**src/rtl/fsm_seq_pkg.sv**
```systemverilog
// Shared state encoding and default sizing for the fsm_moore burst sequencer.
package fsm_seq_pkg;
  localparam int SYM_W_DEF   = 2;
  localparam int MAX_LEN_DEF = 8;
  localparam int LEN_W_DEF   = 4;

  typedef enum logic [2:0] {
    ST_IDLE,
    ST_RST,
    ST_DRIVE,
    ST_DRAIN,
    ST_DONE
  } state_e;
endpackage

```
**src/rtl/fsm_seq_symbuf.sv**
```systemverilog
// Loadable symbol shift register: symbol 0 sits in the low slot, each shift exposes the next one.
module fsm_seq_symbuf #(
  parameter int MAX_LEN = 8,
  parameter int SYM_W   = 2
) (
  input  logic                     clk,
  input  logic                     rstn,
  input  logic                     load_i,
  input  logic                     shift_i,
  input  logic [MAX_LEN*SYM_W-1:0] syms_i,
  output logic [SYM_W-1:0]         sym_o
);
  logic [MAX_LEN*SYM_W-1:0] sh_q, sh_d;

  always_comb begin
    sh_d = sh_q;
    if (load_i) begin
      sh_d = syms_i;
    end else if (shift_i) begin
      sh_d = sh_q >> SYM_W;
    end
  end

  always_ff @(posedge clk) begin
    if (!rstn) begin
      sh_q <= '0;
    end else begin
      sh_q <= sh_d;
    end
  end

  assign sym_o = sh_q[SYM_W-1:0];
endmodule

```
**src/rtl/fsm_seq_ctrl.sv**
```systemverilog
// Burst sequencer for fsm_moore: RST, len DRIVE cycles, DRAIN, DONE; o_done lands len+3 cycles after accept.
// Define FSM_SEQ_HITCNT_EN to add o_hit_cnt, a saturating count of captured 1s.
module fsm_seq_ctrl
  import fsm_seq_pkg::*;
#(
  parameter int MAX_LEN = MAX_LEN_DEF,
  parameter int SYM_W   = SYM_W_DEF,
  parameter int LEN_W   = LEN_W_DEF
) (
  input  logic                     clk,
  input  logic                     rstn,
  input  logic                     i_start,
  input  logic [LEN_W-1:0]         i_len,
  input  logic [MAX_LEN*SYM_W-1:0] i_syms,
  output logic                     o_busy,
  output logic                     o_done,
  output logic [MAX_LEN-1:0]       o_result,
  output logic                     o_err,
  output logic                     o_det_rstn,
  output logic [SYM_W-1:0]         o_det_input,
`ifdef FSM_SEQ_HITCNT_EN
  output logic [LEN_W-1:0]         o_hit_cnt,
`endif
  input  logic                     i_det_output
);
  state_e               state_q, state_d;
  logic [LEN_W-1:0]     len_q, len_d, cnt_q, cnt_d, cap_idx;
  logic [MAX_LEN-1:0]   res_q, res_d;
  logic                 busy_q, done_q, err_q, det_rstn_q;
  logic [SYM_W-1:0]     det_in_q, cur_sym;
  logic                 len_ok, accept, reject, capture;

  assign len_ok  = (i_len != '0) && (i_len <= LEN_W'(MAX_LEN));
  assign accept  = (state_q == ST_IDLE) && i_start && len_ok;
  assign reject  = (state_q == ST_IDLE) && i_start && !len_ok;
  // Moore detector answers one cycle late: the cycle after DRIVE k carries response k.
  assign capture = ((state_q == ST_DRIVE) && (cnt_q != '0)) || (state_q == ST_DRAIN);
  assign cap_idx = (state_q == ST_DRAIN) ? (len_q - LEN_W'(1)) : (cnt_q - LEN_W'(1));

  fsm_seq_symbuf #(.MAX_LEN(MAX_LEN), .SYM_W(SYM_W)) u_symbuf (
    .clk     (clk),
    .rstn    (rstn),
    .load_i  (accept),
    .shift_i (state_d == ST_DRIVE),
    .syms_i  (i_syms),
    .sym_o   (cur_sym)
  );

  always_comb begin
    state_d = state_q;
    len_d   = len_q;
    cnt_d   = cnt_q;
    res_d   = res_q;
    case (state_q)
      ST_IDLE: begin
        if (accept) begin
          state_d = ST_RST;
          len_d   = i_len;
          cnt_d   = '0;
          res_d   = '0;
        end
      end
      ST_RST:   state_d = ST_DRIVE;
      ST_DRIVE: begin
        if (cnt_q == len_q - LEN_W'(1)) state_d = ST_DRAIN;
        else                             cnt_d   = cnt_q + LEN_W'(1);
      end
      ST_DRAIN: state_d = ST_DONE;
      ST_DONE:  state_d = ST_IDLE;
      default:  state_d = ST_IDLE;
    endcase
    if (capture) begin
      res_d = (res_q & ~(MAX_LEN'(1) << cap_idx)) | (MAX_LEN'(i_det_output) << cap_idx);
    end
  end

  always_ff @(posedge clk) begin
    if (!rstn) begin
      state_q    <= ST_IDLE;
      len_q      <= '0;
      cnt_q      <= '0;
      res_q      <= '0;
      busy_q     <= 1'b0;
      done_q     <= 1'b0;
      err_q      <= 1'b0;
      det_rstn_q <= 1'b0;
      det_in_q   <= '0;
    end else begin
      state_q    <= state_d;
      len_q      <= len_d;
      cnt_q      <= cnt_d;
      res_q      <= res_d;
      busy_q     <= (state_d != ST_IDLE);
      done_q     <= (state_d == ST_DONE);
      err_q      <= reject;
      det_rstn_q <= (state_d == ST_DRIVE) || (state_d == ST_DRAIN);
      det_in_q   <= (state_d == ST_DRIVE) ? cur_sym : '0;
    end
  end

`ifdef FSM_SEQ_HITCNT_EN
  logic [LEN_W-1:0] hit_q, hit_d;

  always_comb begin
    hit_d = hit_q;
    if (accept) begin
      hit_d = '0;
    end else if (capture && i_det_output && (hit_q != LEN_W'(MAX_LEN))) begin
      hit_d = hit_q + LEN_W'(1);
    end
  end

  always_ff @(posedge clk) begin
    if (!rstn) hit_q <= '0;
    else       hit_q <= hit_d;
  end

  assign o_hit_cnt = hit_q;
`endif

  assign o_busy      = busy_q;
  assign o_done      = done_q;
  assign o_result    = res_q;
  assign o_err       = err_q;
  assign o_det_rstn  = det_rstn_q;
  assign o_det_input = det_in_q;
endmodule

```
**config.mk**
```make
export PLATFORM = sky130hd
export DESIGN_NAME = fsm_seq_ctrl
export DESIGN_NICKNAME = d
export VERILOG_FILES = /design/src/rtl/fsm_seq_pkg.sv /design/src/rtl/fsm_seq_symbuf.sv /design/src/rtl/fsm_seq_ctrl.sv
export SDC_FILE = /design/constraint.sdc
export NUM_CORES = 1
export LEC_CHECK = 0
export BUFFER_PORTS_ARGS = -buffer_cell sky130_fd_sc_hd__buf_2
export CORE_MARGIN = 2
export CORE_UTILIZATION = 45
export DETAILED_ROUTE_END_ITERATION = 10
export PLACE_DENSITY_LB_ADDON = 0.12
export SETUP_SLACK_MARGIN = 0.2
export SKIP_LAST_GASP = 1
export SYNTH_ARGS = -nofsm -noshare
export SYNTH_HDL_FRONTEND = slang
export SYNTH_HIERARCHICAL = 1
export SYNTH_SLANG_ARGS = --single-unit
```
**constraint.sdc**
```tcl
create_clock -name clk -period 2.8 [get_ports clk]
set_input_delay 0.14 -clock clk [delete_from_list [all_inputs] [get_ports clk]]
set_output_delay 0.14 -clock clk [all_outputs]
set_load 0.05 [all_outputs]
```
* After elaboration in Yosys (flattened, before gate mapping) *
Cells that the tools add are included.

operators by class
  $add $sub $neg = 3
  multiply operators = 0
  divide/modulo/power cells = 0
  order comparisons = 1
  eq/ne operators = 9
  shift-type cells = 2
  muxes and demuxes = 12
  bitwise logic cells = 3
  reduce and logical (&&, ||, !) cells = 20

operator list
  kind                   number
  $mux W16               2
  $mux W8                3
  $eq A3 B2 Y1 const B   4
  $mux W4                3
  $pmux W3 S4            1
  $and A8 B8 Y8          1
  $not A8 Y8             1
  $or A8 B8 Y8           1
  $pmux W4 S2            1
  $reduce_bool A2 Y1     4
  $reduce_bool A4 Y1     2
  $shl A1 B4 Y8          1
  $shl A1 B4 Y8 const A  1
  $sub A4 B1 Y4 const B  2
  $mux W3                2
  $reduce_and A2 Y1      3
  $logic_and A1 B1 Y1    5
  $add A4 B1 Y4 const B  1
  $eq A4 B4 Y1           1
  $le A4 B4 Y1 const B   1
  $ne A2 B2 Y1 const B   2
  $eq A3 B1 Y1 const B   1
  $eq A3 B3 Y1 const B   1
  $logic_not A3 Y1       1
  other kinds (4)        5

word-level totals
  register bits = 41
  latch bits = 0
  bits in writable memories = 0
  bits in read-only memories = 0
  input port bits = 24
  output and inout port bits = 14
  word-level logic and storage cells = 60
  memories = 0

* Logic depth before layout (Yosys ltp) *
  depth in word-level cells = 8
  mapped depth = 13
  mapped depth without buffers = 9

* By module *
The synthesis kept the hierarchy.

modules (own cells, without submodules)
  module          instances  cells an instance  area an instance (µm²)  sequential area each (µm²)
  fsm_seq_ctrl    1          197                1557.7                  500.5
  fsm_seq_symbuf  1          72                 843.3                   320.3

* Worst setup path before layout *
OpenSTA, ideal clock, no wires.

  path kind = register -> register
  from = reg len_q[0]
  to = reg u_symbuf.sh_q[10]
  data arrival time = 2435 ps
  data required time = 2684 ps
  path slack = 249 ps
  cell stages (with the launch flop) = 14
  clock period less this slack = 2551 ps
  cell sequence = dfxtp_1 -> clkbuf_1 -> inv_1 -> ha_1 -> buf_4 -> xor2_2 -> xnor2_1 -> a31oi_1 -> nor2b_1 -> nor2_1 -> buf_6 -> buf_12 -> mux2_4 -> o211a_1

on the way
  cells in the longest elaborated chain, start to end = 6

RTL lines
  item                          RTL line              source
  start: declaration            fsm_seq_ctrl.sv:27    logic [LEN_W-1:0] len_q, len_d, cnt_q, cnt_d, cap_idx;
  start signal: assignment      fsm_seq_ctrl.sv:90    len_q <= len_d;
  $sub A4 B1 Y4                 fsm_seq_ctrl.sv:65    if (cnt_q == len_q - LEN_W'(1)) state_d = ST_DRAIN;
  $eq A4 B4 Y1                  fsm_seq_ctrl.sv:65
  $mux W3                       fsm_seq_ctrl.sv:65
  $pmux W3 S4                   fsm_seq_ctrl.sv:54    case (state_q)
  $eq A3 B2 Y1                  fsm_seq_ctrl.sv:44    .shift_i (state_d == ST_DRIVE),
  $reduce_bool A2 Y1 (no line)  n/a
  end signal: assignment        fsm_seq_symbuf.sv:26  sh_q <= '0;
  end signal: assignment        fsm_seq_symbuf.sv:28  sh_q <= sh_d;
  end: declaration              fsm_seq_symbuf.sv:13  logic [MAX_LEN*SYM_W-1:0] sh_q, sh_d;

Every way passes these cells.
A chain may end at the register's enable or synchronous reset.

* Final worst setup path *
  from = reg len_q[0]
  to = reg u_symbuf.sh_q[13]

The elaborated chain is that of the path after synthesis.

==> reports/qor_table.md <==
| Group | Parameter | This run |
| --- | --- | --- |
| worst setup path | Type of element capturing the critical path | register |
| grt | Remaining global-route overflow | 0 |
| power and ir drop | Power density of the placed cells | 495.1 mW/mm^2 |
| die | Initial standard-cell utilization of the core | 46.71% |
| synth | Library cell occupying the most area in the post-synthesis netlist | dfxtp_1 |
| place | Detailed placement HPWL | 3.727 mm |
| worst setup path | Nature of the critical path startpoint | register |
| cells and area | Antenna cell count | 0 |
| cells and area | Layout-stage area growth over the synthesis result | 13.34% |
| grt | Total routing resource utilization after global routing | 18.94% |
| grt | First-pass GRT wire length | 9.204 mm |
| drt | DR iter-0 viols | 138 |
| worst setup path | Worst EP required | 2.99 ns |
| cells and area | Commonest non-fill, non-tap cell in the layout | dfxtp_1 |
| grt | Number of antenna violations at the first check in global routing | 0 |
| cells and area | Number of filler instances in the final layout | 517 |
| synth | Post-Synthesis Cell Area | 0.002401 sq mm |
| cells and area | Nets | 327 |
| worst setup path | Critical path arrival | 2.63 ns |
| cts | H-tree depth reported by CTS | 2 |
| cts | Clock insertion delay at the later pin of the skew report | 0.29 ns |
| die | Num ports | 38 |
| cells and area | Design Area, Final | 0.002721 sq mm |
| power and ir drop | Post-layout power | 1.347 mW |
| cts | Reg clk slew, reported paths | 0.08 ns |
| drt | Residual DRC | 0 |
| synth | Flip-flop cell with the highest count after synthesis | dfxtp_1 |
| grt | Largest net degree at the start of global routing | 30 |
| timing | Final Cycle Share | 87.23% |
| synth | Number of warning messages in the yosys log | 6 |
| power and ir drop | Leakage | 1.208 nW |
| timing | Final-report hold violation count | 0 |
| timing | Relative slew margins | 64.59% |
| cells and area | Share of cells above drive strength 1 | 24.25% |
| run | Max-cap violations | 0 |
| timing | Max Clock Skew | 0.006957 ns |
| die | Placement row count | 26 |
| die | Core region area | 0.005140 sq mm |
| cts | Clk Tree Root Cell | clkbuf_8 |
| timing | Slew of the pin with the lowest slew margin | 0.5311 ns |
| power and ir drop | Worst vdd ir | 0.0003574 V |
| place | Final weighted congestion in routability-driven placement | 0.8469 |
| die | Die H | 77.05 um |
| synth | Synth area leaders | dfxtp_1 34%, o211a_1 5.8%, mux2_4 5.0% |
| place | Placed Instance Area | 0.002600 sq mm |
| drt | Count of TritonRoute iterations in the first routing pass | 4 |
| cts | Number of hold buffers added after cts | 0 |
| cts | Clock tree from TritonCTS | yes |
| synth | Mapped Nets | 296 |
| synth | Cell variety after synth | 53 |
| synth | Seq cells post-synth | 41 |
| timing | Unrepaired setup endpoints after global routing | false |
| synth | Post-Syn Area per Cell | 8.926 sq um |
| drt | Routed vias/inst | 5.493 |
| drt | Average wire per standard cell | 13.91 um |
| cells and area | Leading cell types in the layout, fill and taps excluded | 40 x dfxtp_1, 37 x buf_2, 26 x nand2_1, 19 x nand2b_1 |
| cts | Clock Sinks | 41 |
| place | Quantity of I/O buffers inserted on ports | 37 |
| timing | Peak Freq | 409.4 MHz |
| timing | Number of max-slew violations in the final report | 0 |
| cts | Number of buffers on the longest clock path | 2 |
| die | Overall die area | 0.005936 sq mm |
| timing | Minimum period implied by the final worst setup slack | 2.443 ns |
| worst setup path | Worst Path Max Fanout | 16 |
| run status | Run status | finished, final reports clean |
| timing | Final setup fails | 0 |
| worst setup path | Critical path start-end classification | register to register |
| synth | Count of flip-flops with a built-in enable after synthesis | 0 |
| synth | Share of async-settable or async-resettable flops after synthesis | 0% |
| drt | Antenna viol nets, final | 0 |
| synth | Share of Yosys cell area claimed by the top area cell type | 34.18% |
| drt | Aggregate routed wire length | 5.162 mm |
| grt | Number of global-route vias before repair | 2021 |
| synth | Proportion of synthesized chip area in sequential cells | 34.18% |
| drt | Via count | 2038 |
| die | Die extent in x | 77.05 um |
| synth | Post-Syn Instances | 269 |
| min path | Worst hold path class | input port to register |
| cts | TritonCTS Buffers | 5 |
| timing | Setup TNS | 0 ns |
[repair_timing]
item	4_1_cts	5_1_grt
gates resized for setup	1	3
cloned	0	0
setup buffers	0	0
endpoints found under the setup margin	3	16
[power breakdown]
group	internal (mW)	switching [mW]
Combinational	0.113	0.125
Sequential	0.613	0.0244
Clock	0.268	0.205
[worst max-delay path: stages, from the launching register on]
cell and delay, ns:
dfxtp_2 0.41, inv_1 0.08, ha_1 0.39, xnor2_1 0.20, nor2_2 0.09, a31oi_1 0.19, nor2b_2 0.07, nor2_1 0.12
buf_6 0.22, mux2_2 0.36, o211a_1 0.19
[cell type report]
class                      instances  area (sq um)  share of cell area [%]
clock buffer                       6         72.57                   2.667
multi-input combinational        201          1436                   52.78
clock inverter                     2         38.79                   1.425
timing repair buffer              43         234.0                   8.598
inverter                           8         30.03                   1.103
tap                               70         87.58                   3.218
sequential                        41         822.0                   30.21
[state kept, by name, summed over array words and instances, names as in the netlist]
name,flops
cnt_q,4
len_q,4
o_busy,1
o_det_input,2
o_det_rstn,1
o_done,1
o_err,1
o_result,8
state_q,3
u_symbuf/sh_q,16
[cells in the mapped netlist, types with 5 or more instances]
| master | count |
|---|---|
| dfxtp_1 | 41 |
| nand2_1 | 26 |
| nand2b_1 | 19 |
| nor2_1 | 15 |
| o211a_1 | 14 |
| a21oi_1 | 10 |
| clkbuf_1 | 9 |
| nand3_1 | 9 |
| inv_1 | 8 |
| mux2_4 | 8 |
| o21ai_0 | 8 |
| mux2_2 | 7 |
| and2_1 | 5 |
| nand4_1 | 5 |
| xnor2_1 | 5 |
[final timing paths]
path | from | to | slack (ns) | cells after the start
hold / removal | i_syms[14] | u_symbuf/sh_q[14] | 0.1 | 3
setup reg to reg | len_q[0] | u_symbuf/sh_q[13] | 0.36 | 10
setup / recovery | len_q[0] | u_symbuf/sh_q[13] | 0.36 | 10
hold reg to reg | u_symbuf/sh_q[1] | o_det_input[1] | 0.49 | 1
[per-layer routing]
| metal | global-route usage, % | part of all wire [%] | vias up |
|---|---|---|---|
| met5 | 0 | 0 | - |
| met4 | 6.250 | 0.52 | 0 |
| met3 | 3.529 | 5.2 | 2 |
| met2 | 31.67 | 46 | 54 |
| met1 | 24.62 | 48 | 946 |
| li1 | - | - | 1036 |
[through the flow]
stage	std cells	hold slack [ns]	setup slack (ns)	utilization, %
floorplan	269	0.2734	0.2486	-
global placement	363	0.3968	0.2932	50.58
global route	371	0.1053	0.2367	52.95
CTS	371	0.09025	0.2855	52.78
detailed placement	363	0.4120	0.2190	50.58
finish	371	0.09996	0.3575	52.95
[kinds of logic after synthesis]
logic type	count (synthesis)	synth area share (%)
and+or+nand+nor	106	24.28
buffers and inverters	27	6.201
adders and majority gates	3	1.563
muxes	18	9.537
AOI/OAI and AO/OA	66	21.00
DFF	41	34.18
xor gates and xnor gates	8	3.231
Power figures use the tool's default switching activity.
